**src/rtl/ovi_issue_sequencer.sv**
```systemverilog
`default_nettype none
// ============================================================================
//  Module      : ovi_issue_sequencer
//  Description : Vector issue/dispatch/completion sequencer between a core and
//                a VPU: credit-gated issue, in-order dispatch, out-of-order
//                completion over a circular scoreboard.
//  Revision    : 1.0 - initial release
// ============================================================================
module ovi_issue_sequencer #(
    parameter int CREDITS  = 4,
    parameter int SB_DEPTH = 8
) (
    input  logic       clk,
    input  logic       reset,
    input  logic       core_issue_valid,
    output logic       core_issue_ready,
    input  logic       core_dispatch_valid,
    input  logic       core_dispatch_kill,
    output logic       vpu_issue_valid,
    output logic [4:0] vpu_issue_sb_id,
    input  logic       vpu_issue_credit,
    output logic       vpu_dispatch_valid,
    output logic       vpu_dispatch_next_senior,
    output logic       vpu_dispatch_kill,
    output logic [4:0] vpu_dispatch_sb_id,
    input  logic       vpu_completed_valid,
    input  logic [4:0] vpu_completed_sb_id,
    output logic       core_completed_valid,
    output logic [4:0] core_completed_sb_id,
    output logic [5:0] outstanding,
    output logic       err
);

    localparam int               c_PTR_W     = $clog2(SB_DEPTH);
    localparam logic [c_PTR_W:0] c_DEPTH     = (c_PTR_W + 1)'(SB_DEPTH);
    localparam logic [3:0]       c_CREDITS   = 4'(CREDITS);
    localparam logic [1:0]       c_ST_FREE   = 2'd0;
    localparam logic [1:0]       c_ST_ISSUED = 2'd1;
    localparam logic [1:0]       c_ST_SENIOR = 2'd2;

    logic [1:0]         r_state [SB_DEPTH];
    logic [c_PTR_W:0]   r_head;
    logic [c_PTR_W:0]   r_tail;
    logic [c_PTR_W:0]   r_disp;
    logic [3:0]         r_credits;
    logic               r_err;
    logic               r_issue_valid;
    logic [4:0]         r_issue_id;
    logic               r_disp_valid;
    logic               r_disp_ns;
    logic               r_disp_kill;
    logic [4:0]         r_disp_id;
    logic               r_comp_valid;
    logic [4:0]         r_comp_id;

    logic [c_PTR_W:0]   w_occ;
    logic               w_full;
    logic [c_PTR_W-1:0] w_head_idx;
    logic [c_PTR_W-1:0] w_tail_idx;
    logic [c_PTR_W-1:0] w_disp_idx;
    logic [c_PTR_W-1:0] w_comp_idx;
    logic               w_issue_fire;
    logic               w_has_issued;
    logic               w_disp_fire;
    logic               w_disp_err;
    logic               w_comp_in_range;
    logic               w_comp_fire;
    logic               w_comp_err;
    logic               w_retire;
    logic               w_credit_err;

    assign w_occ       = r_tail - r_head;
    assign w_full      = (w_occ == c_DEPTH);
    assign w_head_idx  = r_head[c_PTR_W-1:0];
    assign w_tail_idx  = r_tail[c_PTR_W-1:0];
    assign w_disp_idx  = r_disp[c_PTR_W-1:0];
    assign w_comp_idx  = vpu_completed_sb_id[c_PTR_W-1:0];

    assign core_issue_ready = (r_credits != 4'd0) && !w_full;
    assign w_issue_fire     = core_issue_valid && core_issue_ready;

    // Every entry from the dispatch pointer up to the tail is still ISSUED.
    assign w_has_issued = (r_disp != r_tail);
    assign w_disp_fire  = core_dispatch_valid && w_has_issued;
    assign w_disp_err   = core_dispatch_valid && !w_has_issued;

    assign w_comp_in_range = ({1'b0, vpu_completed_sb_id} < 6'(SB_DEPTH));
    assign w_comp_fire     = vpu_completed_valid && w_comp_in_range
                             && (r_state[w_comp_idx] == c_ST_SENIOR);
    assign w_comp_err      = vpu_completed_valid && !w_comp_fire;

    assign w_retire     = (r_head != r_tail) && (r_state[w_head_idx] == c_ST_FREE);
    assign w_credit_err = vpu_issue_credit && !w_issue_fire && (r_credits == c_CREDITS);

    always_ff @(posedge clk) begin
        if (reset) begin
            for (int i = 0; i < SB_DEPTH; i++) begin
                r_state[i] <= c_ST_FREE;
            end
            r_head        <= '0;
            r_tail        <= '0;
            r_disp        <= '0;
            r_credits     <= c_CREDITS;
            r_err         <= 1'b0;
            r_issue_valid <= 1'b0;
            r_issue_id    <= 5'd0;
            r_disp_valid  <= 1'b0;
            r_disp_ns     <= 1'b0;
            r_disp_kill   <= 1'b0;
            r_disp_id     <= 5'd0;
            r_comp_valid  <= 1'b0;
            r_comp_id     <= 5'd0;
        end else begin
            // Issue, dispatch and completion always target distinct entries
            // (FREE tail, ISSUED dispatch slot, SENIOR completion slot).
            for (int i = 0; i < SB_DEPTH; i++) begin
                if (w_issue_fire && (w_tail_idx == c_PTR_W'(i))) begin
                    r_state[i] <= c_ST_ISSUED;
                end else if (w_disp_fire && (w_disp_idx == c_PTR_W'(i))) begin
                    r_state[i] <= core_dispatch_kill ? c_ST_FREE : c_ST_SENIOR;
                end else if (w_comp_fire && (w_comp_idx == c_PTR_W'(i))) begin
                    r_state[i] <= c_ST_FREE;
                end
            end

            if (w_issue_fire) r_tail <= r_tail + 1'b1;
            if (w_disp_fire)  r_disp <= r_disp + 1'b1;
            if (w_retire)     r_head <= r_head + 1'b1;

            case ({vpu_issue_credit, w_issue_fire})
                2'b10: if (r_credits != c_CREDITS) r_credits <= r_credits + 4'd1;
                2'b01: r_credits <= r_credits - 4'd1;
                default: ;
            endcase

            r_err <= r_err | w_credit_err | w_disp_err | w_comp_err;

            r_issue_valid <= w_issue_fire;
            if (w_issue_fire) r_issue_id <= 5'(w_tail_idx);

            r_disp_valid <= w_disp_fire;
            r_disp_ns    <= w_disp_fire && !core_dispatch_kill;
            r_disp_kill  <= w_disp_fire && core_dispatch_kill;
            if (w_disp_fire) r_disp_id <= 5'(w_disp_idx);

            r_comp_valid <= w_comp_fire;
            if (w_comp_fire) r_comp_id <= vpu_completed_sb_id;
        end
    end

    assign vpu_issue_valid          = r_issue_valid;
    assign vpu_issue_sb_id          = r_issue_id;
    assign vpu_dispatch_valid       = r_disp_valid;
    assign vpu_dispatch_next_senior = r_disp_ns;
    assign vpu_dispatch_kill        = r_disp_kill;
    assign vpu_dispatch_sb_id       = r_disp_id;
    assign core_completed_valid     = r_comp_valid;
    assign core_completed_sb_id     = r_comp_id;
    assign outstanding              = 6'(w_occ);
    assign err                      = r_err;

endmodule
`default_nettype wire
```
**config.mk**
```make
export PLATFORM = sky130hd
export DESIGN_NAME = ovi_issue_sequencer
export DESIGN_NICKNAME = d
export VERILOG_FILES = /design/src/rtl/ovi_issue_sequencer.sv
export SDC_FILE = /design/constraint.sdc
export NUM_CORES = 1
export LEC_CHECK = 0
export CAP_MARGIN = 10
export CORE_MARGIN = 8
export CORE_UTILIZATION = 59
export CTS_CLUSTER_SIZE = 20
export DETAILED_ROUTE_END_ITERATION = 10
export GPL_TIMING_DRIVEN = 0
export MAX_ROUTING_LAYER = met4
export PLACE_DENSITY = 0.87
export SLEW_MARGIN = 15
export SYNTH_ARGS = -nofsm -noshare
export SYNTH_HDL_FRONTEND = slang
export SYNTH_SLANG_ARGS = --single-unit
```
**constraint.sdc**
```tcl
create_clock -name clk -period 4.6 [get_ports clk]
set_input_delay 0.46 -clock clk [delete_from_list [all_inputs] [get_ports clk]]
set_output_delay 0.46 -clock clk [all_outputs]
set_load 0.01 [all_outputs]
```
==> run_results.csv, run 1 <==
group,metric,value,unit
run_status,result_of_the_run,"complete, no violations",
worst_setup_path,worst_path_largest_cell_delay,530,ps
worst_setup_path,most_frequent_cell_on_the_critical_path,"inv_1",
worst_setup_path,critical_path.top_delay_family,"adder cells",
sta,worst_pin_slew,684.8,ps
detailed_routing,drt-pass1-iter-count,4,
floorplan,die_width,85.89,µm
sta,fmaxAchievable,279.7,MHz
cells_and_area,finalNetCount,385,
clock_tree,ctsHoldBuffers,0,
sta,worst_slew_margin_rel,53.71,%
power,ir_worst_vdd,0.4225,mV
global_route,via_count_of_the_first_global_routing_pass,2346,
clock_tree,cts_buf_count,5,
worst_setup_path,arrival,3780,ps
power,post-layout-total-power,2003,µW
worst_setup_path,timing.setup.critical_path_class,"reg -> reg",
detailed_routing,total_number_of_vias,2376,
cells_and_area,finalCoreUtilization,72.53,%
global_route,grt_start_max_net_pins,17,
worst_hold_path,hold_path_class,"reg -> reg",
detailed_routing,vias_per_cell,5.644,
global_route,antenna_found_initial,0,
clock_tree,ctsLongestPathBuffers,2,
sta,timing.setup.tns,0,ps
flow_run,cap_viol_max_count,0,
cells_and_area,storage_cell_area,0.001201,mm²
clock_tree,clock_tree.htree_level_count,2,
detailed_routing,drt.antenna.violating_nets,0,
global_route,grt_pass1_wl,11.32,mm
sta,report.final.setup_viol,0,
detailed_routing,detail_route.wl_per_cell,16.16,µm
cells_and_area,final_cell_count_no_fill,421,
logic_synthesis,synthesis.yosys.warnings,0,
clock_tree,clock_tree.root_cell,"clkbuf_8",
logic_synthesis,syn-instance-count,308,
worst_setup_path,timing.critical_path.from_type,"register",
floorplan,fp.dieH,85.89,µm
placement,detailedPlace.worstSlack,1066,ps
logic_synthesis,ys_ff_latch,52,
floorplan,rows,25,
floorplan,die-area,0.007376,mm²
logic_synthesis,synth-main-ff-cell,"dfxtp_1",
global_route,globalRouteOverflowTotal,0,
placement,placed_cells,413,
sta,maxSlewViolCount,0,
sta,final_hold_violations,0,
detailed_routing,remaining_drc_errors,0,
clock_tree,cts_num_sinks,52,
worst_setup_path,crit_slowest_cell,"dfxtp_1",
clock_tree,post_cts_resized,0,
worst_setup_path,peak_fanout_along_the_critical_path,10,
power,power_per_cell_area,584.8,mW/mm²
cells_and_area,n_fill_cell,348,
worst_setup_path,path_cells,"inv_1 -> ha_1 -> inv_1 -> fa_1 -> nor3_1 -> a31oi_1 -> buf_4 -> nand2b_1 -> inv_1 -> ha_1 -> a21oi_1 -> nand2_1 -> a21oi_1 -> mux2_1",
cells_and_area,layout-drive-gt1-share,8.475,%
clock_tree,tritoncts,"yes",
worst_setup_path,cp_num_buf_inv,4,
floorplan,core_area,0.004723,mm²
cells_and_area,area_of_the_multi_input_gates,0.001528,mm²
logic_synthesis,fraction_of_synthesized_cell_area_taken_by_the_top_area_cell_type,25.01,%
logic_synthesis,yosysUniqueCellTypes,51,
logic_synthesis,synth.top_cells.by_area,"dfxtp_1, edfxtp_1, ha_1",
worst_setup_path,worst-endpoint-required,4800,ps
clock_tree,cts_post_setup_buffers_inserted,0,
placement,routability_congestion,0.9311,
sta,timing.final.crit_share,77.72,%
clock_tree,clk_latency,310,ps
floorplan,initial_utilization,61.01,%
sta,unrepaired_setup_endpoints_after_global_routing,"no",
placement,placement.io_buffers,33,
sta,finClkSkew,5.846,ps
clock_tree,clk_pin_slew_worst_paths,90,ps
cells_and_area,syn_to_final_growth,18.89,%
sta,final.setup.worst_slack,1025,ps
floorplan,ios,40,
worst_setup_path,critPathCaptureType,"register",
logic_synthesis,synth_top_cell_by_area,"dfxtp_1",
sta,final_period_minus_worst_setup_slack,3575,ps
detailed_routing,dr.first_iter.drc_count,305,
logic_synthesis,syn_area_per_cell,9.356,µm²
global_route,grtUsageTotal,19.86,%
placement,place_hpwl,5.059,mm
logic_synthesis,synth_enable_flop_cells,16,
logic_synthesis,ys_async_sr_fraction,0,%
logic_synthesis,synth_seq_area_share,41.68,%
logic_synthesis,synth_area,0.002882,mm²
power,p_leak,0.001346,µW
detailed_routing,wirelength,6.802,mm
cells_and_area,insertedDiodeCount,0,
[logic make-up after synthesis]
kind of cell / count (synthesis) / share of synthesized area, %
and+or+nand+nor: 129 / 22.23
AOI/OAI and AO/OA: 53 / 14.55
DFF: 52 / 41.68
buffers and inverters: 35 / 5.949
adders and majority gates: 20 / 9.206
xor gates and xnor gates: 12 / 3.648
muxes: 6 / 2.605
other: 1 / 0.1301
[metal layers]
metal / track usage, % / vias to the layer above / wire length, µm
met4: 8.280 / 0 / 133
li1: - / 1155 / -
met5: - / - / 0
met3: 4.202 / 11 / 368
met2: 32.54 / 75 / 3357
met1: 23.03 / 1135 / 2941
[worst paths after layout]
| kind | start | to | slack [ps] | cells after the start |
|---|---|---|---|---|
| worst max-delay path | r_tail[0] | r_credits[3] | 1020 | 14 |
| worst min-delay path | vpu_dispatch_sb_id[1] | vpu_dispatch_sb_id[1] | 460 | 2 |
| worst max register to register | r_tail[0] | r_credits[3] | 1020 | 14 |
| worst min register to register | vpu_dispatch_sb_id[1] | vpu_dispatch_sb_id[1] | 460 | 2 |
[per-stage QoR]
stage          instance area (µm²)  hold WS [ps]
2_1_floorplan                 2900         480.5
3_3_place_gp                  3314         442.1
3_5_place_dp                  3314         444.4
4_1_cts                       3426         461.2
5_1_grt                       3426         492.0
6_report                      3426         459.6
[state kept, by name (all words and copies together) (netlist names), 3 cells and up, named ones only]
name,cells
r_state,16
r_tail,4
vpu_dispatch_sb_id,3
r_credits,4
core_completed_sb_id,5
r_disp,4
r_head,4
vpu_issue_sb_id,3
[Yosys cell counts, types with 2 or more instances]
cell      instances
dfxtp_1          36
a32o_1            2
buf_4             8
a31oi_1           2
a221o_1           2
xor2_1            3
fa_1              2
a21oi_1          21
nor2_1           38
nor3_1            5
nand4_1           3
nor4_1            2
mux2_1            2
edfxtp_1         16
and3_1            7
a41oi_1           2
and2_1           10
mux2i_1           3
a211oi_1          2
nor2b_1           5
buf_2             2
clkbuf_1          6
nand2_1          38
o21ai_0           3
nand2b_1          2
a21o_1            3
nor4b_1           4
nand3_1           7
xnor2_1           9
a221oi_1          5
ha_1             18
inv_1            18
nor3_2            4
[worst register-to-register path: stages, from the launching register on]
cell      delay (ps)
dfxtp_1          530
inv_1            160
ha_1             230
inv_1             70
fa_1             450
nor3_1           360
a31oi_1          200
buf_4            230
nand2b_1         120
inv_1             80
ha_1             320
a21oi_1          160
nand2_1           90
a21oi_1          140
mux2_1           320
[layout by cell type, fill, tap and decap left out, drive strengths merged, types with 9 or more instances in the layout]
| cell type | instances |
|---|---|
| clkdlybuf4s50 | 33 |
| edfxtp | 16 |
| dfxtp | 36 |
| nor3 | 9 |
| clkbuf | 11 |
| xnor2 | 9 |
| nor2 | 39 |
| nand2 | 38 |
| ha | 18 |
| buf | 11 |
| a21oi | 21 |
| and2 | 10 |
| inv | 18 |
[power by group]
group          total, µW  internal (µW)  switching (µW)
Clock                312            161             151
Sequential           680            579             101
Combinational       1010            443             568
[cell type report]
type,count,share of cell area (%)
Clock inverter,3,1.242
Timing Repair Buffer,33,9.642
Multi-Input combinational cell,226,44.59
Buffer,17,3.031
Tap cell,67,2.447
Sequential cell,52,35.06
Inverter,18,1.972
Clock buffer,5,2.009
Power figures use the tool's default switching activity.
==> run 2: changes to the inputs <==
--- a/config.mk
+++ b/config.mk
@@ -7,12 +7,12 @@
 export LEC_CHECK = 0
 export CAP_MARGIN = 10
 export CORE_MARGIN = 8
-export CORE_UTILIZATION = 59
+export CORE_UTILIZATION = 55
 export CTS_CLUSTER_SIZE = 20
 export DETAILED_ROUTE_END_ITERATION = 10
 export GPL_TIMING_DRIVEN = 0
 export MAX_ROUTING_LAYER = met4
-export PLACE_DENSITY = 0.87
+export PLACE_DENSITY = 0.82
 export SLEW_MARGIN = 15
 export SYNTH_ARGS = -nofsm -noshare
 export SYNTH_HDL_FRONTEND = slang
==> constraint.sdc (replaced) <==
create_clock -name clk -period 3.6 [get_ports clk]
set_input_delay 0.36 -clock clk [delete_from_list [all_inputs] [get_ports clk]]
set_output_delay 0.36 -clock clk [all_outputs]
set_load 0.01 [all_outputs]
==> run 2 against run 1 <==
  * Count of clock-buffer cells in the layout is 2 higher
  * Non-clock buffer count stayed put
  * Routed wire length is 0.72% lower
  * Hold slack hardly changed
  * Fmax is 6.2% higher
  * Largest cell class unchanged
  * Largest power group unchanged
==> run_results.csv, run 2 (synthesis gave the netlist of run 1 again) <==
group,metric,value,unit
detailed_routing,total_number_of_vias,2352,
global_route,globalRouteOverflowTotal,0,
sta,final_hold_violations,0,
clock_tree,cts_buf_count,5,
detailed_routing,detail_route.wl_per_cell,15.93,µm
floorplan,initial_utilization,56.78,%
clock_tree,clock_tree.root_cell,"clkbuf_8",
detailed_routing,wirelength,6.753,mm
flow_run,cap_viol_max_count,0,
clock_tree,tritoncts,"yes",
worst_hold_path,hold_path_class,"reg -> reg",
clock_tree,cts_post_setup_buffers_inserted,0,
sta,worst_pin_slew,697.0,ps
worst_setup_path,worst_path_largest_cell_delay,470,ps
cells_and_area,finalCoreUtilization,67.65,%
sta,worst_slew_margin_rel,52.88,%
placement,placed_cells,416,
global_route,grt_pass1_wl,10.97,mm
cells_and_area,syn_to_final_growth,19.15,%
sta,finClkSkew,4.809,ps
placement,detailedPlace.worstSlack,-1.291,ps
placement,placement.io_buffers,33,
clock_tree,cts_num_sinks,52,
sta,report.final.setup_viol,0,
power,power_per_cell_area,741.7,mW/mm²
detailed_routing,drt.antenna.violating_nets,0,
clock_tree,ctsLongestPathBuffers,2,
worst_setup_path,path_cells,"inv_1 -> ha_1 -> inv_1 -> fa_1 -> nor3_4 -> a31oi_1 -> buf_4 -> nand2b_1 -> inv_1 -> ha_1 -> a21oi_1 -> nand2_1 -> a21oi_1 -> mux2_1",
clock_tree,ctsHoldBuffers,0,
cells_and_area,storage_cell_area,0.001204,mm²
global_route,antenna_found_initial,0,
floorplan,core_area,0.005075,mm²
detailed_routing,drt-pass1-iter-count,6,
placement,place_hpwl,5.209,mm
power,p_leak,0.001342,µW
global_route,via_count_of_the_first_global_routing_pass,2280,
global_route,grtUsageTotal,18.61,%
detailed_routing,vias_per_cell,5.547,
clock_tree,clock_tree.htree_level_count,2,
worst_setup_path,timing.setup.critical_path_class,"reg -> reg",
power,power.clock.fraction,13.7,%
floorplan,ios,40,
clock_tree,clk_pin_slew_worst_paths,90,ps
power,netSwitchingFraction,41.77,%
power,net-switching-power,1064,µW
global_route,grt_start_max_net_pins,16,
floorplan,fp.dieH,88.38,µm
worst_setup_path,critPathCaptureType,"register",
worst_setup_path,worst-endpoint-required,3800,ps
worst_setup_path,peak_fanout_along_the_critical_path,10,
run_status,result_of_the_run,"complete, no violations",
cells_and_area,layout.cells.most_common_list,"nand2_1, nor2_1, dfxtp_1, clkdlybuf4s50_1, a21oi_1",
power,combinationalPowerShare,52.1,%
floorplan,die-area,0.007811,mm²
placement,place_area,0.003318,mm²
worst_setup_path,critical_path.top_delay_family,"adder cells",
sta,timing.final.crit_share,93.50,%
cells_and_area,layout-drive-gt1-share,9.322,%
sta,final_period_minus_worst_setup_slack,3366,ps
sta,unrepaired_setup_endpoints_after_global_routing,"no",
floorplan,die_width,88.38,µm
cells_and_area,registers.top_by_ff_count,"r_state",
cells_and_area,largest_reg_flops,16,
sta,fmaxAchievable,297.1,MHz
sta,final.setup.worst_slack,234.1,ps
worst_setup_path,most_frequent_cell_on_the_critical_path,"inv_1",
placement,routability_congestion,0.9102,
worst_setup_path,timing.critical_path.from_type,"register",
sta,maxSlewViolCount,0,
cells_and_area,final_cell_count_no_fill,424,
cells_and_area,area_of_the_multi_input_gates,0.001546,mm²
power,ir_worst_vdd,0.5427,mV
worst_setup_path,crit_slowest_cell,"fa_1",
worst_setup_path,cp_num_buf_inv,4,
worst_setup_path,arrival,3560,ps
clock_tree,clk_latency,310,ps
detailed_routing,dr.first_iter.drc_count,226,
floorplan,rows,26,
power,internal_power,1483,µW
detailed_routing,remaining_drc_errors,0,
cells_and_area,final_area,0.003433,mm²
cells_and_area,finalNetCount,385,
cells_and_area,insertedDiodeCount,0,
cells_and_area,n_fill_cell,427,
power,power.sequential.fraction,34.2,%
-- run 2: cell count changes in the layout (fill, tap and decap cells not counted), sizes merged --
cell | before | now
clkbuf | 11 | 13
bufinv | 1 | 0
clkinv | 1 | 0
-- run 2: worst min-delay path: stages (launching register included) --
cell,delay (ps)
dfxtp_1,320
nand2_1,50
a21oi_1,50
-- run 2: layer usage --
metal  vias to the layer above  wire length (µm)  GRT usage, %
met5                         -                 0             -
met4                         0               168         6.912
met3                        17               331         3.250
met2                        84              3219         30.89
met1                      1101              3034         21.99
li1                       1150                 -             -
-- run 2: through the flow --
stage,total power [µW],setup TNS [ps],hold slack [ps]
finish,2547,0,459.3
global route,2709,0,493.3
floorplan,1739,0,456.1
CTS,2506,0,463.3
global placement,2101,0,443.5
detailed placement,2146,-1.291,445.7
-- run 2: area by class of cell --
cell class | instances | area share (%)
sequential | 52 | 35.06
tap | 70 | 2.551
buffer | 17 | 3.025
clock buffer | 7 | 2.515
inverter | 18 | 1.968
clock inverter | 1 | 0.2187
multi-input combinational | 226 | 45.04
timing repair buffer | 33 | 9.621
-- run 2: final timing paths --
path | from | to | slack [ps] | cells after the start
setup / recovery | r_tail[0] | r_credits[3] | 230 | 14
hold / removal | vpu_dispatch_sb_id[1] | vpu_dispatch_sb_id[1] | 460 | 2
setup reg to reg | r_tail[0] | r_credits[3] | 230 | 14
hold reg to reg | vpu_dispatch_sb_id[1] | vpu_dispatch_sb_id[1] | 460 | 2
-- run 2: timing repair --
action                                  in CTS  in global routing
cloned                                       0                  0
endpoints found under the setup margin       1                  1
gates resized for setup                      1                  4
-- run 2: power groups by stage --
stage / combinational (µW) / sequential (µW) / clock, µW
floorplan: 881 / 858 / 0
global placement: 1230 / 873 / 0
detailed placement: 1270 / 880 / 0
CTS: 1290 / 868 / 349
global route: 1450 / 888 / 372
finish: 1330 / 871 / 348
